<file path="config.mk">
export PLATFORM = sky130hd
export DESIGN_NAME = nor_gate_core_flat
export DESIGN_NICKNAME = d
export VERILOG_FILES = /design/src/rtl/nor_gate_core_if.sv /design/src/rtl/nor_gate_core.sv /design/src/flat_wrapper.sv
export SDC_FILE = /design/constraint.sdc
export NUM_CORES = 1
export LEC_CHECK = 0
export ABC_AREA = 1
export CAP_MARGIN = 20
export CORE_MARGIN = 8
export CORE_UTILIZATION = 40
export CTS_CLUSTER_DIAMETER = 120
export DETAILED_ROUTE_END_ITERATION = 10
export PLACE_DENSITY_LB_ADDON = 0.12
export SYNTH_ARGS = -nofsm -noshare
export SYNTH_HDL_FRONTEND = slang
export SYNTH_SLANG_ARGS = --single-unit
</file>
<file path="constraint.sdc">
create_clock -name clk -period 1.3 [get_ports clk]
set_input_delay 0.195 -clock clk [delete_from_list [all_inputs] [get_ports clk]]
set_output_delay 0.195 -clock clk [all_outputs]
set_load 0.01 [all_outputs]
</file>
<file path="src/rtl/nor_gate_core_if.sv">
// Bundle for nor_gate_core operands, enable and result views.
// Optional par_q appears only when NOR_GATE_PARITY_EN is defined.
interface nor_gate_core_if #(
  parameter int WIDTH = 1,
  parameter int CNT_W = 16
);
  logic [WIDTH-1:0] a;
  logic [WIDTH-1:0] b;
  logic             en;
  logic [WIDTH-1:0] c;
  logic [WIDTH-1:0] c_q;
  logic             c_q_valid;
  logic             all_ones;
  logic [CNT_W-1:0] ones_cnt;
  logic             ones_sat;
`ifdef NOR_GATE_PARITY_EN
  logic             par_q;

  modport master (
    output a, b, en,
    input  c, c_q, c_q_valid, all_ones,
    input  ones_cnt, ones_sat, par_q
  );

  modport slave (
    input  a, b, en,
    output c, c_q, c_q_valid, all_ones,
    output ones_cnt, ones_sat, par_q
  );
`else
  modport master (
    output a, b, en,
    input  c, c_q, c_q_valid, all_ones,
    input  ones_cnt, ones_sat
  );

  modport slave (
    input  a, b, en,
    output c, c_q, c_q_valid, all_ones,
    output ones_cnt, ones_sat
  );
`endif
endinterface

</file>
<file path="src/rtl/nor_gate_core.sv">
// Bitwise NOR with registered copy and saturating all-ones counter.
// Define NOR_GATE_PARITY_EN to add the registered parity output par_q.
module nor_gate_core #(
  parameter int WIDTH = 1,
  parameter int CNT_W = 16
) (
  input  logic clk,
  input  logic rst,
  nor_gate_core_if.slave bus
);

  localparam logic [CNT_W-1:0] CNT_ONE = CNT_W'(1);
  localparam logic [CNT_W-1:0] CNT_MAX = '1;

  logic [WIDTH-1:0] w_c;
  logic             w_all_ones;

  logic [WIDTH-1:0] r_c_q;
  logic             r_c_q_valid;
  logic [CNT_W-1:0] r_ones_cnt;
  logic             r_ones_sat;

  assign w_c        = ~(bus.a | bus.b);
  assign w_all_ones = &w_c;

  // Saturation flag is registered with the counter so it never glitches.
  always_ff @(posedge clk or posedge rst) begin
    if (rst) begin
      r_c_q       <= '0;
      r_c_q_valid <= 1'b0;
      r_ones_cnt  <= '0;
      r_ones_sat  <= 1'b0;
    end else if (bus.en) begin
      r_c_q       <= w_c;
      r_c_q_valid <= 1'b1;
      if (w_all_ones && !r_ones_sat) begin
        r_ones_cnt <= r_ones_cnt + CNT_ONE;
        r_ones_sat <= (r_ones_cnt == (CNT_MAX - CNT_ONE));
      end
    end
  end

  assign bus.c         = w_c;
  assign bus.all_ones  = w_all_ones;
  assign bus.c_q       = r_c_q;
  assign bus.c_q_valid = r_c_q_valid;
  assign bus.ones_cnt  = r_ones_cnt;
  assign bus.ones_sat  = r_ones_sat;

`ifdef NOR_GATE_PARITY_EN
  logic r_par_q;

  always_ff @(posedge clk or posedge rst) begin
    if (rst) begin
      r_par_q <= 1'b0;
    end else if (bus.en) begin
      r_par_q <= ^w_c;
    end
  end

  assign bus.par_q = r_par_q;
`endif

endmodule

</file>
<file path="src/flat_wrapper.sv">
// flat-port wrapper written by rule: the top's interface ports become plain ports
module nor_gate_core_flat 
#(
  parameter int WIDTH = 1,
  parameter int CNT_W = 16
)
  (clk, rst, bus_a, bus_b, bus_en, bus_c, bus_c_q, bus_c_q_valid, bus_all_ones, bus_ones_cnt, bus_ones_sat);
  nor_gate_core_if #(.WIDTH(WIDTH), .CNT_W(CNT_W)) bus_i ();
  input  logic clk;
  input  logic rst;
  input wire logic [$bits(bus_i.a)-1:0] bus_a;
  input wire logic [$bits(bus_i.b)-1:0] bus_b;
  input wire logic [$bits(bus_i.en)-1:0] bus_en;
  output wire logic [$bits(bus_i.c)-1:0] bus_c;
  output wire logic [$bits(bus_i.c_q)-1:0] bus_c_q;
  output wire logic [$bits(bus_i.c_q_valid)-1:0] bus_c_q_valid;
  output wire logic [$bits(bus_i.all_ones)-1:0] bus_all_ones;
  output wire logic [$bits(bus_i.ones_cnt)-1:0] bus_ones_cnt;
  output wire logic [$bits(bus_i.ones_sat)-1:0] bus_ones_sat;
  assign bus_i.a = bus_a;
  assign bus_i.b = bus_b;
  assign bus_i.en = bus_en;
  assign bus_c = bus_i.c;
  assign bus_c_q = bus_i.c_q;
  assign bus_c_q_valid = bus_i.c_q_valid;
  assign bus_all_ones = bus_i.all_ones;
  assign bus_ones_cnt = bus_i.ones_cnt;
  assign bus_ones_sat = bus_i.ones_sat;
  nor_gate_core #(.WIDTH(WIDTH), .CNT_W(CNT_W)) u_core (.clk(clk), .rst(rst), .bus(bus_i));
endmodule
</file>
Word level (Yosys, flattened, before mapping) --
Index checks and enable logic that the tools add are counted.
Word-level totals: register bits after elaboration 19, input port bits 5, output and inout port bits 21, word-level logic and storage cells 11
Operators by class: add/subtract/negate cells 1, eq/ne operators 1, bitwise gates (word level) 2, reduce and logical (&&, ||, !) cells 3
Operators with widths (count):
- adder 16 x 1 -> 16 bit, second input constant | 1
- == test 16 bit, second input constant | 1
- AND reduction 2 bit | 1
- logical AND 1 bit | 1
- logical NOT 1 bit | 1
- inverter 1 bit | 1
- bitwise OR 1 bit | 1

Logic depth before layout (Yosys ltp) --
Gate-level depths: netlist of run 1.
depth in word-level cells 4, mapped depth 8, gate-level depth less buffers 8

Worst setup path after synthesis of run 1 --
OpenSTA, ideal clock, no wires.
path type register to register, from register u_core.r_ones_cnt[1], in the netlist u_core.bus.ones_cnt[1], to register u_core.r_ones_cnt[10], in the netlist u_core.bus.ones_cnt[10], library setup time 117 ps, data arrival time 1144 ps, data required time 1183 ps, slack 39 ps, stages on the path, launching flop included 9, buffers on the path 0, period minus slack after synthesis 1261 ps, cell sequence dfrtp_1 -> ha_1 -> nand3_1 -> nor2_4 -> nand2_4 -> clkinv_2 -> nand2_1 -> nand2_1 -> nand2_1
Between the ends: word-level cells in the longest chain between the ends 1
RTL lines:
- from (decl) | RTL line nor_gate_core.sv:20 | logic [CNT_W-1:0] r_ones_cnt;
- from (signal assigned) | RTL line nor_gate_core.sv:37 | r_ones_cnt <= r_ones_cnt + CNT_ONE;
- adder 16 x 1 -> 16 bit | RTL line nor_gate_core.sv:37
No other way between the ends. A chain may end at the register's enable or synchronous reset.

Worst setup path in the final report of run 1 --
from register u_core.r_ones_cnt[2], in the netlist u_core.bus.ones_cnt[2], to output port bus_ones_cnt[2]
RTL lines:
- to (decl) | RTL line flat_wrapper.sv:18 | output wire logic [$bits(bus_i.ones_cnt)-1:0] bus_ones_cnt;
No word-level cell between the ends.

==> flow_summary_export.csv, run 1 <==
group,metric,value,unit
run_status,status,"finished clean",
final_layout,nNetsFinal,180,
yosys,syn-cell-area,1020,µm²
routing,post_drt_wl_per_cell,11.6,µm
cts,clockRootBuffer,"clkbuf_4",
worst_setup_path,endpoint_kind,"primary output",
pwr,power,0.000936,W
routing,dr_total_vias,943,
cts,cts_sinks,19,
routing,drt_iter0_drc,33,
worst_setup_path,rrSetupSlack,60,ps
yosys,synth.ff_latch_count,19,
yosys,postSynthCellCount,123,
floorplan,io_pins,26,
pwr,power_leakage,0.800,nW
timing,fmaxAchievable,0.788,GHz
timing,setup-tns-final,0,ps
timing,finClkSkew,2.62,ps
pwr,vdd_ir_drop_max,0.000578,V
routing,drtAntennaViolNets,0,
worst_setup_path,critPathBufInv,1,
cts,cts_buffer_depth,2,
routing,first_pass_iters,4,
worst_setup_path,cp_max_fo,6,
grt,grt.overflow.total,0,
yosys,synth.distinct_cells,22,
worst_hold_path,hold_path.class,"primary input to asynchronous set/reset pin",
worst_setup_path,slowest_delay,480,ps
place,dp_hpwl,1.74,mm
yosys,synth_ff_type,"dfrtp_1",
timing,timing.final.crit_share,97.6,%
routing,vias_per_cell,4.67,
grt,grtUsageTotal,11.4,%
flow_run,max_cap_violations,0,
final_layout,final_cell_mix,"nand2_1 (32), dlygate4sd2_1 (20), buf_4 (20)",
floorplan,rows,18,
timing,final_max_slew_viol_count,0,
cts,cts_made_buffers,3,
place,dpl_worst_slack,-223,ps
floorplan,die_h,66.6,µm
floorplan,start_util,41.7,%
yosys,synth_fp_nets,130,
timing,worst_slew_pin_slew,244,ps
final_layout,layout_commonest_cell,"nand2_1",
worst_setup_path,crit_chain,"dlygate4sd2_1",
worst_setup_path,arrival,1070,ps
timing,setup_viol,0,
yosys,avgSynthCellArea,8.33,µm²
worst_setup_path,worstSetupPathType,"flop to primary output",
place,gp_congestion,0.830,
floorplan,die_width,66.6,µm
cts,clkSlewWorstSetupHoldPaths,110,ps
yosys,yosysWarnings,0,
worst_setup_path,crit_family,"flip-flops",
yosys,ys_seq_area_share,46.4,%
grt,grt_first_pass_wirelength,4.08,mm
worst_setup_path,startpoint_type,"flop",
final_layout,area_growth,47.3,%
routing,wirelength,2.34,mm
cts,cts_tree,"built",
timing,worst_slack,30.8,ps
pwr,cellPowerDensity,620,nW/µm²
grt,antenna_found_initial,0,
yosys,synth_edf_count,0,
timing,rsz0062_at_grt,"yes",
final_layout,diodes,0,
grt,grt_max_degree,20,
timing,layout_min_cycle_time,1270,ps
cts,clkLatencyLatePin,290,ps
yosys,postSynth.asyncResetShare,100,%
place,io_buffers,25,
timing,relSlewSlack,83.7,%
timing,fin_hold_ws,213,ps
grt,grt_pass1_vias,932,
timing,hold_violations,0,
final_layout,drive_gt1_share,25.6,%
worst_setup_path,cp_slowest_cell,"dfrtp_2",
floorplan,dieArea,4440,µm²
worst_setup_path,cp.required,1110,ps
floorplan,coreArea,2450,µm²
cts,cts-hold-fix-buffers,0,
cts,h-tree-depth,1,
routing,drc,0,
## power by group
group	total (W)	internal [W]	switching, W	leakage, nW
clock network	0.000291	0.000119	0.000172	0.0150
logic	0.0000505	0.0000243	0.0000262	0.548
registers	0.000594	0.000593	0.00000102	0.236
total	0.000936	0.000736	0.000199	0.800
## per-stage QoR
stage,utilization [%],instances,area (µm²)
floorplan,-,123,1020
CTS,59.7,200,1470
finish,61.5,202,1510
global placement,55.3,184,1360
detailed placement,55.3,184,1360
global route,61.5,202,1510
## worst register-to-register path: cells and delay by family (launching register included)
| kind | cells | cell delay (ps) |
|---|---|---|
| adders and majority gates | 1 | 140 |
| buffers and inverters | 2 | 200 |
| DFF | 1 | 390 |
| and+or+nand+nor | 6 | 420 |
## layer usage
layer  up-vias  GRT usage (%)  wire length (µm)
li1        473              -                 -
met1       431           13.4              1000
met2        33           19.2              1150
met3         6           3.02               164
met4         0           4.53                25
met5         -              0                 0
## cells in the mapped netlist, types with 3 or more instances
cell type,count,share of area [%]
nor2_1,10,3.7
o21ai_1,3,1.5
dfrtp_1,19,46
nor2_4,3,3.3
o21ai_0,3,1.5
inv_1,17,6.2
nor2_2,3,1.8
nand3_1,9,4.4
xnor2_1,3,2.6
nand2_1,33,12
xor2_1,4,3.4
## logic make-up (layout without fill, tap and decap cells)
| family | after synthesis | after routing | synth area share (%) |
|---|---|---|---|
| simple gates | 69 | 69 | 34.2 |
| buf+inv | 20 | 69 | 8.06 |
| flops | 19 | 19 | 46.4 |
| xor+xnor | 7 | 7 | 5.98 |
| compound gates | 6 | 6 | 2.93 |
| fa+ha+maj | 2 | 2 | 2.44 |
## worst paths after layout
kind,start,end,depth (start not counted)
hold reg to reg,u_core.bus.c_q_valid,u_core.bus.c_q_valid,1
setup reg to reg,u_core.bus.ones_cnt[1],u_core.bus.ones_cnt[10],9
min in group clk,u_core.bus.c_q_valid,u_core.bus.c_q_valid,1
max in group asynchronous,rst,u_core.bus.ones_cnt[2],3
hold / removal,rst,u_core.bus.c_q,3
setup / recovery,u_core.bus.ones_cnt[2],bus_ones_cnt[2],1
## flip-flops by register name, indices dropped and copies added (netlist names)
signal                cells
u_core.bus.c_q            1
u_core.bus.c_q_valid      1
u_core.bus.ones_cnt      16
u_core.bus.ones_sat       1
## layout make-up
class	count	area (µm²)
Sequential cell	19	478
Clock buffer	4	26.3
Inverter	19	76.3
Multi-Input combinational cell	84	504
Fill cell	236	946
Tap cell	30	37.5
Timing Repair Buffer	46	387
## repair_timing
item                                    in CTS  in global routing
gates resized for setup                     25                 10
endpoints found under the setup margin      23                  8
pin swaps                                    0                  4
buffers inserted                            12                  2
Power figures use the tool's default switching activity.
==> run 2, diff against run 1 <==
--- a/config.mk
+++ b/config.mk
@@ -12,6 +12,7 @@
 export CTS_CLUSTER_DIAMETER = 120
 export DETAILED_ROUTE_END_ITERATION = 10
 export PLACE_DENSITY_LB_ADDON = 0.12
+export SKIP_LAST_GASP = 1
 export SYNTH_ARGS = -nofsm -noshare
 export SYNTH_HDL_FRONTEND = slang
 export SYNTH_SLANG_ARGS = --single-unit
==> constraint.sdc (replaced) <==
create_clock -name clk -period 1.2 [get_ports clk]
set_input_delay 0.18 -clock clk [delete_from_list [all_inputs] [get_ports clk]]
set_output_delay 0.18 -clock clk [all_outputs]
set_load 0.01 [all_outputs]
==> flow_summary_export.csv, run 2 (synthesis results as in run 1) <==
group,metric,value,unit
cts,clkLatencyLatePin,300,ps
worst_setup_path,cp.required,1020,ps
place,dp_hpwl,1.75,mm
pwr,p_clk_share,32.3,%
grt,grt_max_degree,20,
timing,setup-tns-final,-254,ps
routing,post_drt_wl_per_cell,12.3,µm
timing,timing.final.crit_share,106,%
timing,layout_min_cycle_time,1280,ps
worst_setup_path,endpoint_kind,"primary output",
routing,drc,0,
grt,grt.overflow.total,0,
timing,fin_hold_ws,190,ps
final_layout,diodes,0,
pwr,internal_power,0.000791,W
run_status,status,"finished, violations left",
floorplan,io_pins,26,
pwr,p_comb_share,5.2,%
routing,first_pass_iters,4,
routing,drt_iter0_drc,9,
grt,grtUsageTotal,12.2,%
pwr,cellPowerDensity,645,nW/µm²
routing,wirelength,2.59,mm
timing,relSlewSlack,83.3,%
place,gp_congestion,0.841,
grt,antenna_found_initial,0,
floorplan,die_width,66.6,µm
worst_setup_path,rrSetupSlack,-70,ps
place,io_buffers,25,
grt,grt_pass1_vias,1024,
run_status,violations,"negative setup slack",
timing,worst_slack,-77.9,ps
worst_setup_path,cp_max_fo,2,
timing,fmaxAchievable,0.783,GHz
pwr,power_frac_seq,62.5,%
timing,final_max_slew_viol_count,0,
worst_hold_path,hold_path.class,"primary input to asynchronous set/reset pin",
floorplan,rows,18,
place,place_area,1390,µm²
final_layout,final_cell_mix,"nand2_1 (29), buf_4 (25), dfrtp_1 (18)",
routing,vias_per_cell,4.67,
timing,finClkSkew,8.65,ps
place,dp_cells,187,
worst_setup_path,startpoint_type,"flop",
timing,worst_slew_pin_slew,250,ps
cts,clockRootBuffer,"clkbuf_4",
final_layout,post-route-cell-area,1600,µm²
pwr,power_leakage,0.851,nW
final_layout,layout_commonest_cell,"nand2_1",
flow_run,max_cap_violations,0,
worst_setup_path,critPathLaunch,"u_core.bus.ones_cnt[2]",
timing,setup_viol,7,
timing,hold_violations,0,
pwr,vdd_ir_drop_max,0.000456,V
cts,cts_buffer_depth,2,
timing,rsz0062_at_grt,"yes",
floorplan,dieArea,4440,µm²
final_layout,area_growth,55.9,%
worst_setup_path,r2r_start,"u_core.bus.ones_cnt[0]",
grt,grt_first_pass_wirelength,4.38,mm
final_layout,layout.cells.non_filler,210,
routing,drtAntennaViolNets,0,
worst_setup_path,worstSetupPathType,"flop to primary output",
floorplan,coreArea,2450,µm²
final_layout,drive_gt1_share,34.4,%
floorplan,start_util,41.7,%
pwr,power_switching_share,23.2,%
cts,clkSlewWorstSetupHoldPaths,120,ps
cts,h-tree-depth,1,
final_layout,num-fill-cells,220,
final_layout,nNetsFinal,188,
pwr,p_sw,0.000239,W
routing,dr_total_vias,980,
floorplan,die_h,66.6,µm
cts,cts_made_buffers,3,
final_layout,largest_register_ffs,16,
worst_setup_path,arrival,1100,ps
cts,cts_tree,"built",
cts,cts_sinks,19,
## run 2: changes by cell type in the layout (fill, tap and decap cells not counted), moves of 4 or more
cell and change:
clkdlybuf4s15_1 +5, dlygate4sd2_1 -9, nor2_2 +4, buf_4 +5
## run 2: cell type report
cell class / count / area, µm² / share of cell area, %
Tap cell: 30 / 37.5 / 2.35
Clock inverter: 1 / 5.00 / 0.313
Timing Repair Buffer: 54 / 459 / 28.7
Inverter: 19 / 78.8 / 4.93
Sequential cell: 19 / 477 / 29.8
Clock buffer: 3 / 22.5 / 1.41
Multi-Input combinational cell: 84 / 518 / 32.4
## run 2: stage by stage
step / total power (W) / utilization (%) / setup slack, ps
final: 0.00103 / 65.1 / -77.9
after global routing: 0.00107 / 65.1 / -208
after CTS: 0.00105 / 61.5 / -206
after detailed placement: 0.000718 / 56.5 / -307
after global placement: 0.000717 / 56.5 / -285
after floorplan: 0.000678 / - / 7.13
## run 2: power groups by stage
| stage | Combinational, W | Sequential, W | Clock (W) |
|---|---|---|---|
| after global routing | 0.0000611 | 0.000644 | 0.000367 |
| final | 0.0000538 | 0.000644 | 0.000333 |
| after global placement | 0.0000608 | 0.000656 | 0 |
| after floorplan | 0.0000204 | 0.000658 | 0 |
| after detailed placement | 0.0000612 | 0.000656 | 0 |
| after CTS | 0.0000577 | 0.000644 | 0.000348 |
## run 2: worst paths after layout
kind | depth (start not counted) | endpoint
worst min register to register | 1 | u_core.bus.c_q_valid
worst max register to register | 7 | u_core.bus.ones_sat
min in group clk | 5 | u_core.bus.c_q
max in group asynchronous | 3 | u_core.bus.ones_cnt[1]
worst min-delay path | 3 | u_core.bus.ones_cnt[5]
worst max-delay path | 2 | bus_ones_cnt[2]
## run 2: repair_timing
item	CTS	global route
pin swaps	4	10
hold endpoints to repair	0	0
hold buffers	0	0
resized for setup	28	25
gates cloned	0	0
setup buffers	12	7
setup endpoints to repair	27	21
## run 2: layer usage
layer  wire (µm)  share of wire, %  global-route usage [%]
met1        1130                44                    14.3
met2        1300                50                    21.5
met3         157               6.1                    3.19
met4           0                 0                    2.40
met5           0                 0                       0
## run 2: critical path: stages, from the launching register on
cell and delay (ps):
dfrtp_1 410, buf_4 130, dlygate4sd2_1 270
